==> src/rtl/mini_mem_pkg.sv <==
// Types shared between the mini core and its data-memory responder:
// default bus widths, responder FSM states and request/response records.
package mini_mem_pkg;

  localparam int DEF_DATA_WIDTH = 16;
  localparam int DEF_ADDR_WIDTH = 4;

  typedef enum logic [1:0] {
    IDLE,
    WAIT,
    RESP
  } state_t;

  typedef struct packed {
    logic                      we;
    logic [DEF_ADDR_WIDTH-1:0] addr;
    logic [DEF_DATA_WIDTH-1:0] wdata;
  } mem_req_t;

  typedef struct packed {
    logic [DEF_DATA_WIDTH-1:0] rdata;
    logic                      err;
  } mem_rsp_t;

endpackage

==> src/rtl/mini_dmem_array.sv <==
// Data RAM for the mini core: synchronous write, combinational read,
// every word cleared while reset is low.
module mini_dmem_array #(
  parameter int DATA_WIDTH = 16,
  parameter int ADDR_WIDTH = 4,
  parameter int MEM_DEPTH  = 16
) (
  input  logic                  clk,
  input  logic                  reset,
  input  logic                  we,
  input  logic [ADDR_WIDTH-1:0] addr,
  input  logic [DATA_WIDTH-1:0] wdata,
  output logic [DATA_WIDTH-1:0] rdata
);

  logic [DATA_WIDTH-1:0] mem [MEM_DEPTH];
  logic                  in_range;

  assign in_range = 32'(addr) < MEM_DEPTH;

  always_ff @(posedge clk or negedge reset) begin
    if (!reset) begin
      for (int i = 0; i < MEM_DEPTH; i++) begin
        mem[i] <= '0;
      end
    end else if (we && in_range) begin
      mem[addr] <= wdata;
    end
  end

  // Unimplemented words read as zero so the index never leaves the array.
  assign rdata = in_range ? mem[addr] : '0;

endmodule

==> src/rtl/mini_dmem_responder.sv <==
// Single-outstanding data-memory responder: accepts one load/store, waits
// WAIT_STATES cycles, performs the access and holds the response until taken.
module mini_dmem_responder
  import mini_mem_pkg::*;
#(
  parameter int DATA_WIDTH  = DEF_DATA_WIDTH,
  parameter int ADDR_WIDTH  = DEF_ADDR_WIDTH,
  parameter int MEM_DEPTH   = 16,
  parameter int WAIT_STATES = 2
) (
  input  logic                  clk,
  input  logic                  reset,
  input  logic                  req_valid,
  output logic                  req_ready,
  input  logic                  req_we,
  input  logic [ADDR_WIDTH-1:0] req_addr,
  input  logic [DATA_WIDTH-1:0] req_wdata,
  output logic                  rsp_valid,
  input  logic                  rsp_ready,
  output logic [DATA_WIDTH-1:0] rsp_rdata,
  output logic                  rsp_err,
  output logic                  busy
);

  state_t                state;
  state_t                state_next;
  logic [3:0]            count;
  logic [3:0]            count_next;
  mem_req_t              req_in;
  mem_req_t              req_q;
  mem_req_t              acc;
  mem_rsp_t              rsp_q;
  mem_rsp_t              rsp_next;
  logic                  accept;
  logic                  do_access;
  logic                  in_range;
  logic                  mem_we;
  logic [DATA_WIDTH-1:0] mem_rdata;

  assign req_ready = (state == IDLE);
  assign busy      = (state != IDLE);
  assign rsp_valid = (state == RESP);
  assign rsp_rdata = rsp_q.rdata;
  assign rsp_err   = rsp_q.err;
  assign accept    = req_valid && req_ready;
  assign req_in    = '{we: req_we, addr: req_addr, wdata: req_wdata};

  // With no wait states the access lands on the accept edge itself, before
  // the request registers are loaded, so the live inputs are used there.
  always_comb begin
    acc = req_q;
    if (state == IDLE) begin
      acc = req_in;
    end
  end

  assign do_access = ((state == IDLE) && accept && (WAIT_STATES == 0)) ||
                     ((state == WAIT) && (count == 4'd0));
  assign in_range  = 32'(acc.addr) < MEM_DEPTH;
  assign mem_we    = do_access && acc.we && in_range;

  mini_dmem_array #(
    .DATA_WIDTH(DATA_WIDTH),
    .ADDR_WIDTH(ADDR_WIDTH),
    .MEM_DEPTH (MEM_DEPTH)
  ) u_array (
    .clk  (clk),
    .reset(reset),
    .we   (mem_we),
    .addr (acc.addr),
    .wdata(acc.wdata),
    .rdata(mem_rdata)
  );

  always_comb begin
    state_next = state;
    count_next = count;
    rsp_next   = rsp_q;
    case (state)
      IDLE: begin
        if (accept) begin
          if (WAIT_STATES == 0) begin
            state_next = RESP;
          end else begin
            count_next = 4'(WAIT_STATES - 1);
            state_next = WAIT;
          end
        end
      end
      WAIT: begin
        if (count == 4'd0) begin
          state_next = RESP;
        end else begin
          count_next = count - 4'd1;
        end
      end
      RESP: begin
        if (rsp_ready) begin
          state_next = IDLE;
          rsp_next   = '0;
        end
      end
      default: state_next = IDLE;
    endcase
    // Stores and out-of-range accesses return zero data.
    if (do_access) begin
      rsp_next.err   = !in_range;
      rsp_next.rdata = (in_range && !acc.we) ? mem_rdata : '0;
    end
  end

  always_ff @(posedge clk or negedge reset) begin
    if (!reset) begin
      state <= IDLE;
      count <= '0;
      req_q <= '0;
      rsp_q <= '0;
    end else begin
      state <= state_next;
      count <= count_next;
      rsp_q <= rsp_next;
      if (accept) begin
        req_q <= req_in;
      end
    end
  end

endmodule

==> config.mk <==
export PLATFORM = sky130hd
export DESIGN_NAME = mini_dmem_responder
export DESIGN_NICKNAME = d
export VERILOG_FILES = /design/src/rtl/mini_mem_pkg.sv /design/src/rtl/mini_dmem_array.sv /design/src/rtl/mini_dmem_responder.sv
export SDC_FILE = /design/constraint.sdc
export NUM_CORES = 1
export LEC_CHECK = 0
export CORE_MARGIN = 5
export CORE_UTILIZATION = 63
export DETAILED_ROUTE_END_ITERATION = 12
export DONT_BUFFER_PORTS = 1
export PLACE_DENSITY = 0.84
export SETUP_SLACK_MARGIN = 0.15
export SYNTH_ARGS = -nofsm -noshare
export SYNTH_HDL_FRONTEND = slang
export SYNTH_SLANG_ARGS = --single-unit
==> constraint.sdc <==
create_clock -name clk -period 2.52 [get_ports clk]
set_input_delay 0.378 -clock clk [delete_from_list [all_inputs] [get_ports clk]]
set_output_delay 0.378 -clock clk [all_outputs]
set_load 0.005 [all_outputs]
### After elaboration in Yosys (flattened, before gate mapping)

Index checks and enable logic that the tools add are counted.
Widths: inputs -> output; s select.

| cells by class | value |
|---|---|
| add/sub/neg operators | 1 |
| $lt $le $gt $ge | 2 |
| eq/ne operators | 6 |
| mux-type cells | 18 |
| bitwise logic cells | 1 |
| reduce and logical (&&, ||, !) cells | 13 |

Operator list:

| cell | count |
|---|---|
| $bwmux 256 | 1 |
| $bmux 16 s4 | 1 |
| $demux 16 s4 | 1 |
| $mux 16 | 4 |
| $mux 17 | 3 |
| $mux 21 | 1 |
| $mux 4 | 2 |
| $pmux 4 s2 | 1 |
| $reduce_bool 2->1 | 4 |
| $mux 2 | 3 |
| $ne 2x1->1 const B | 3 |
| $pmux 2 s3 | 1 |
| $reduce_and 3->1 | 2 |
| $ge 5x5->1 const B | 1 |
| $lt 5x1->1 const B | 1 |
| $not 4->5 | 1 |
| $logic_and 1x1->1 | 4 |
| $logic_not 4->1 | 1 |
| $sub 4x1->4 const B | 1 |
| $eq 2x1->1 const B | 1 |
| $eq 2x2->1 const B | 1 |
| $logic_not 2->1 | 1 |
| $ne 2x2->1 const B | 1 |
| $reduce_and 2->1 | 1 |

| storage, ports and cells | value |
|---|---|
| flip-flop bits (word level) | 300 |
| input port bits | 25 |
| output and inout bits | 20 |
| logic and storage cells | 64 |

### Longest topological paths before layout

Gate-level depths: netlist of run 1.

| depth | value |
|---|---|
| word-level depth | 8 |
| depth in mapped cells | 11 |
| gate-level depth less buffers | 8 |

### Hierarchy

A second synthesis of run 1 with hierarchy kept.

| unflattened totals | value |
|---|---|
| cells, all modules | 850 |
| area total of the unflattened synthesis | 13573.0 um^2 |

By module, submodules not included:

| module | times used | cells an instance | area an instance (um^2) | seq. area each (um^2) |
|---|---|---|---|---|
| mini_dmem_array | 1 | 713 | 11612.4 | 6406.1 |
| mini_dmem_responder | 1 | 137 | 1960.6 | 1076.0 |

### Worst setup path after synthesis of run 1

OpenSTA, ideal clock, no wires.

| timing | value |
|---|---|
| kind | flip-flop to flip-flop |
| start point | register count[0] |
| end point | register u_array.mem[74] (netlist name) |
| setup time | 0.135 ns |
| arrival time | 1.800 ns |
| data required time | 2.385 ns |
| setup slack | 0.584 ns |
| cell stages (with the launch flop) | 10 |
| path buffers | 1 |
| period minus slack after synthesis | 1.936 ns |
| cells stage by stage | dfrtp_1 > inv_1 > ha_1 > nor3b_2 > nand4b_1 > nor2_1 > nand2_1 > buf_2 > nand2_1 > o21ai_1 |

| on the way | value |
|---|---|
| longest elaborated chain between the ends | 3 |

Ends and longest elaborated chain:

| element | RTL line | RTL |
|---|---|---|
| from (decl) | mini_dmem_responder.sv:27 | `logic [3:0] count;` |
| from (signal assigned) | mini_dmem_responder.sv:120 | `count <= count_next;` |
| $logic_not 4->1 | mini_dmem_responder.sv:58 | `((state == WAIT) && (count == 4'd0));` |
| $logic_and 1x1->1 | mini_dmem_responder.sv:58 |  |
| $logic_and 1x1->1 | mini_dmem_responder.sv:60 | `assign mem_we = do_access && acc.we && in_range;` |
| to (signal, indexed assignment) | mini_dmem_array.sv:27 | `mem[addr] <= wdata;` |
| to (decl) | mini_dmem_array.sv:16 | `logic [DATA_WIDTH-1:0] mem [MEM_DEPTH];` |

Every way passes these cells.
A chain may end at the register's enable or synchronous reset.

### Worst setup path after layout of run 1

| timing | value |
|---|---|
| start point | register count[0] |
| end point | register u_array.mem[241] (netlist name) |

Same word-level chain as after synthesis.

==> results of run 1 <==
[worst register-to-register path, delay by kind of cell, from the launching register on]
family,cells,cell delay (ns)
flip-flops,1,0.42
adder cells (fa/ha/maj),1,0.17
AO/OA/AOI/OAI,1,0.06
buffers and inverters,2,0.33
AND/OR/NAND/NOR,5,1.21
[area by class of cell]
class,count,area share (%)
tap,265,2.30
clock buffer,46,6.52
timing repair buffer,101,6.76
sequential,299,51.8
clock inverter,10,0.788
inverter,6,0.173
multi-input combinational,859,31.6
[metal layers]
metal	global-route usage [%]	wire length, µm	part of all wire (%)
met5	0	0	0
met4	14.1	1530	4.4
met3	7.53	3870	11
met2	49.5	16500	47
met1	42.5	13200	38
[path summary, 6_finish.rpt]
kind | depth (start not counted) | endpoint
max in group asynchronous | 0 | req_q[9]
hold reg to reg | 2 | u_array.mem[156]
hold / removal | 0 | u_array.mem[206]
setup / recovery | 9 | u_array.mem[241]
setup reg to reg | 9 | u_array.mem[241]
min in group clk | 2 | state[1]
[cells by family after synthesis]
group                    Yosys count  synth area share [%]
multiplexers                      35                  3.15
AND/OR/NAND/NOR                  343                  11.5
AO/OA/AOI/OAI                    477                  20.6
buffers and inverters            116                  5.31
flip-flops                       299                  59.2
other                              1                0.0296
XOR/XNOR                           1                0.0693
adder cells (fa/ha/maj)            2                 0.198
[flip-flops by register name (all words and copies together) (netlist names)]
| signal | cells |
|---|---|
| count | 4 |
| rsp_rdata | 16 |
| req_q | 21 |
| state | 2 |
| u_array.mem | 256 |
[placed cells by master, fill, tap and decap left out, drive strengths merged, types with 6 or more instances in the layout]
master,n
o21ai,340
dfrtp,299
nand2,296
o22ai,128
buf,80
clkbuf,46
dlygate4sd3,21
mux2,19
nand4,16
mux2i,16
nor2,10
inv,8
clkinv,6
[power groups by stage]
stage | Sequential [mW] | Clock, mW | Combinational [mW]
final | 7.81 | 4.67 | 8.17
after global routing | 7.99 | 4.92 | 8.82
after CTS | 7.75 | 4.70 | 7.90
after detailed placement | 7.78 | 0 | 7.62
after global placement | 7.68 | 0 | 7.35
after floorplan | 7.44 | 0 | 5.38
[through the flow]
stage                     hold slack (ns)  cell area (µm²)  util (%)  power, mW
after global routing               -0.498            14400      73.7       21.7
after detailed placement            0.100            13100      66.6       15.4
after floorplan                    0.0824            12600         -       12.8
after global placement              0.101            13100      66.6       15.0
after CTS                          -0.490            14400      73.4       20.3
final                              -0.469            14400      73.7       20.6
[what timing repair did]
| item | in CTS | in global routing |
|---|---|---|
| pin swaps | 2 | 4 |
| endpoints found under the setup margin | 91 | 111 |
| setup buffers | 4 | 2 |
| gates resized for setup | 5 | 12 |
| endpoints found under the hold margin | 320 | 299 |
==> flow_metrics.tcl, run 1 <==
set metrics [dict create \
    status "finished, violations left" \
    violations "negative hold slack" \
    ys.flop_type "dfrtp_1" \
    finalMaxSlewViolations 0 \
    clk_pin_slew_worst_paths_ns 0.06 \
    drtAntennaViolNets 0 \
    netSwitchingFraction_pct 39.3 \
    synth_cells 1274 \
    start_util_pct 64.6 \
    core_area_um2 19600 \
    hp-class "in2async" \
    clk_latency_ns 0.57 \
    viasPerCell 6.59 \
    die-area_um2 23000 \
    finalWirelength_um 35000 \
    fin_hold_ws_ns -0.469 \
    cts_root_buf "clkbuf_16" \
    synth_area_leaders "dfrtp_1, o21ai_1, nand2_1" \
    crit_path_top_delay_cell "dfrtp_1" \
    vias 10500 \
    regArea_um2 7480 \
    cp_cell_sequence "inv_1 -> ha_1 -> nor3b_4 -> nand4b_1 -> nor2_2 -> nand2_2 -> buf_12 -> nand2_1 -> o21ai_1" \
    crit_start "count[0]" \
    stdcell_count 1586 \
    fill_cells 1289 \
    antenna_cells 0 \
    avgSynthCellArea_um2 9.93 \
    ff2ff_setup_slack_ns 0.19 \
    fmax_mhz 429 \
    nets 1325 \
    r2r-start "count[0]" \
    synth.yosys.seq_area_share_pct 59.2 \
    crit_type "reg2reg" \
    synth_top_area_cell "dfrtp_1" \
    yosys_register_bits 299 \
    path_buf_inv 2 \
    setup_viol 0 \
    drive_gt1_share_pct 13.1 \
    setup_ws_ns 0.191 \
    die_h_um 152 \
    rsz0062_at_grt "true" \
    startpoint_type "flip-flop" \
    synth_most_common_cell "dfrtp_1" \
    synth_cell_types 45 \
    synth_top_area_share_pct 59.2 \
    grt_usage_pct 31.6 \
    grt_pass1_vias 10500 \
    ys_warn_count 0 \
    dp_hpwl_um 21100 \
    p_int_mw 12.5 \
    cts_hold_buf 21 \
    tritoncts "yes" \
    crit_path_max_incr_delay_ns 0.42 \
    dp.cells 1503 \
    min_period_ns 2.33 \
    synth_area_um2 12600 \
    clock_sinks 299 \
    clk_path_buf_depth 3 \
    p_clk_share_pct 22.6 \
    synth-edff-count 0 \
    syn_to_final_growth_pct 14.2 \
    h-tree-depth 1 \
    pwr_density_cell_nw_per_um2 1430 \
    maxCapViolCount 0 \
    fin_crit_sh_pct 92.4 \
    grt_pass1_wl_um 56700 \
    p_comb_share_pct 39.6 \
    critPathCaptureType "flip-flop" \
    worst-slew-pin-transition_ns 1.14 \
    fp.dieW_um 152 \
    worstPathRequired_ns 2.94 \
    relSlewSlack_pct 24.0 \
    drc 0 \
    cts_made_buffers 31 \
    syn_nets 1301 \
    crit_fanout 22 \
    detail_route.wl_per_cell_um 22.1 \
    cp_top_family "simple AND/OR/NAND/NOR gates" \
    grt_max_degree 300 \
    fin_worst_skew_ns 0.0203 \
    fin_setup_tns_ns 0 \
    switching_power_mw 8.12 \
    grt_remaining_overflow 0 \
    drt-initial-drc-count 1148 \
    dr.pass1.iters 5 \
    multiInputGateArea_um2 4570 \
    antenna_found_initial 0 \
    share_seq_of_total_power_pct 37.8 \
    ys_top_cells_by_count "dfrtp_1, nand2_1, o21ai_1" \
    numPortBuffers 0 \
    p_leak_nw 6.51 \
    place_ws_ns 0.0731 \
    hold_violations 299 \
    row_count 51 \
    ir_worst_vdd_mv 0.890 \
    async_reset_ff_share_pct 100 \
    gp_congestion 0.898 \
    io_pins 45 \
    worstPathArrival_ns 2.75 \
]
Power figures use the tool's default switching activity.
==> run 2: changes to the inputs <==
Settings changed: CORE_UTILIZATION 63 to 45, PLACE_DENSITY 0.84 to 0.65.
==> run 2 against run 1 <==
  * The run still ends with negative hold slack left
  * Non-clock buffer count is 14 lower
  * Highest routed layer unchanged
  * Largest power group is now registers
  * Hold slack worse by 0.0040 ns
  * Worst setup slack better by 0.13 ns
  * Clock power is 1% lower
  * Register-to-register slack better by 0.14 ns
  * Clock-buffer cell count is 1 lower
  * Sequential share of layout area is 0.072 points higher
  * Die area is 37% higher
  * Routed wire length is 6.6% lower
  * Clock skew is 0.011 ns lower
  * Flip-flop and latch count stayed put
  * Critical path depth is 6 lower
==> flow_metrics.tcl, run 2 (synthesis gave the netlist of run 1 again) <==
set metrics [dict create \
    status "finished, violations left" \
    fin_worst_skew_ns 0.00960 \
    detail_route.wl_per_cell_um 19.4 \
    hold_violations 299 \
    gp_congestion 0.814 \
    clock_sinks 299 \
    die-area_um2 31600 \
    ir_worst_vdd_mv 0.980 \
    io_pins 45 \
    crit_fanout 16 \
    regArea_um2 7480 \
    grt_pass1_vias 9413 \
    grt_pass1_wl_um 52700 \
    tritoncts "yes" \
    clk_path_buf_depth 3 \
    rsz0062_at_grt "false" \
    drc 0 \
    min_period_ns 2.20 \
    finalWirelength_um 32700 \
    fill_cells 2550 \
    crit_start "state[1]" \
    most-common-layout-cells "dfrtp_1, nand2_1, o21ai_1, o22ai_1, o21ai_0" \
    final_common_cell "dfrtp_1" \
    p_leak_nw 6.41 \
    viasPerCell 5.66 \
    dp_hpwl_um 20400 \
    grt_max_degree 300 \
    fin_crit_sh_pct 87.2 \
    grt_usage_pct 21.1 \
    setup_viol 0 \
    multiInputGateArea_um2 4540 \
    core_area_um2 27800 \
    pwr_density_cell_nw_per_um2 1370 \
    worst-slew-pin-transition_ns 0.557 \
    largest_reg_flops 256 \
    fp.dieW_um 178 \
    critPathCaptureType "output pin" \
    dr.pass1.iters 5 \
    cts_root_buf "clkbuf_16" \
    finalMaxSlewViolations 0 \
    maxCapViolCount 0 \
    syn_to_final_growth_pct 14.0 \
    start_util_pct 45.5 \
    violations "negative hold slack" \
    grt_remaining_overflow 0 \
    clk_latency_ns 0.55 \
    worstPathArrival_ns 1.82 \
    clk_pin_slew_worst_paths_ns 0.06 \
    relSlewSlack_pct 62.8 \
    drive_gt1_share_pct 11.5 \
    antenna_cells 0 \
    regMostFlops "u_array.mem" \
    final_util_pct 51.9 \
    hp-class "in2async" \
    h-tree-depth 1 \
    cts_hold_buf 22 \
    row_count 61 \
    stdcell_count 1682 \
    r2r-start "state[1]" \
    antenna_found_initial 0 \
    startpoint_type "flip-flop" \
    numPortBuffers 0 \
    worstPathRequired_ns 2.14 \
    fin_hold_ws_ns -0.473 \
    crit_type "reg2out" \
    vias 9527 \
    cts_made_buffers 30 \
    fin_setup_tns_ns 0 \
    drt-initial-drc-count 688 \
    p_total_mw 19.8 \
    drtAntennaViolNets 0 \
    die_h_um 178 \
    dp.cells 1607 \
    fmax_mhz 455 \
    nets 1310 \
]
[run 2: area by class of cell]
type	instances	area share, %
clock buffer	45	6.37
clock inverter	8	0.816
timing repair buffer	87	6.00
multi-input combinational	859	31.5
inverter	6	0.174
sequential	299	51.9
tap	378	3.28
[run 2: metrics by stage]
| stage | area, µm² | setup WS [ns] |
|---|---|---|
| after global routing | 14400 | 0.152 |
| final | 14400 | 0.324 |
| after CTS | 14400 | 0.158 |
| after global placement | 13100 | 0.102 |
| after floorplan | 12600 | 0.584 |
| after detailed placement | 13100 | 0.0915 |
[run 2: final timing paths]
path	slack [ns]	to	cells past startpoint
setup / recovery	0.32	req_ready	3
hold / removal	-0.47	u_array.mem[143]	0
setup reg to reg	0.33	rsp_rdata[7]	7
hold reg to reg	0.48	u_array.mem[126]	2
max in group asynchronous	2.51	u_array.mem[171]	0
min in group clk	0.22	u_array.mem[198]	3
[run 2: what timing repair did]
action,4_1_cts,5_1_grt
pin swaps,0,1
resized for setup,3,8
setup buffers,0,0
setup endpoints to repair,20,84
hold endpoints to repair,321,299
[run 2: worst max-delay path: stages, from the launching register on]
cell and delay, ns:
dfrtp_1 0.45, or2_4 0.35, inv_4 0.14, buf_4 0.31
[run 2: power breakdown]
group          internal [mW]  switching [mW]
clock                   2.80            1.82
combinational           2.82            4.60
sequential              6.61            1.11
[run 2: metal layers]
layer  vias to the layer above  GRT usage, %  wire length [µm]
met5                         -             0                 0
met4                         0          6.54               954
met3                        68          2.73              1760
met2                       267          33.7             15200
met1                      4658          30.3             14800
li1                       4534             -                 -
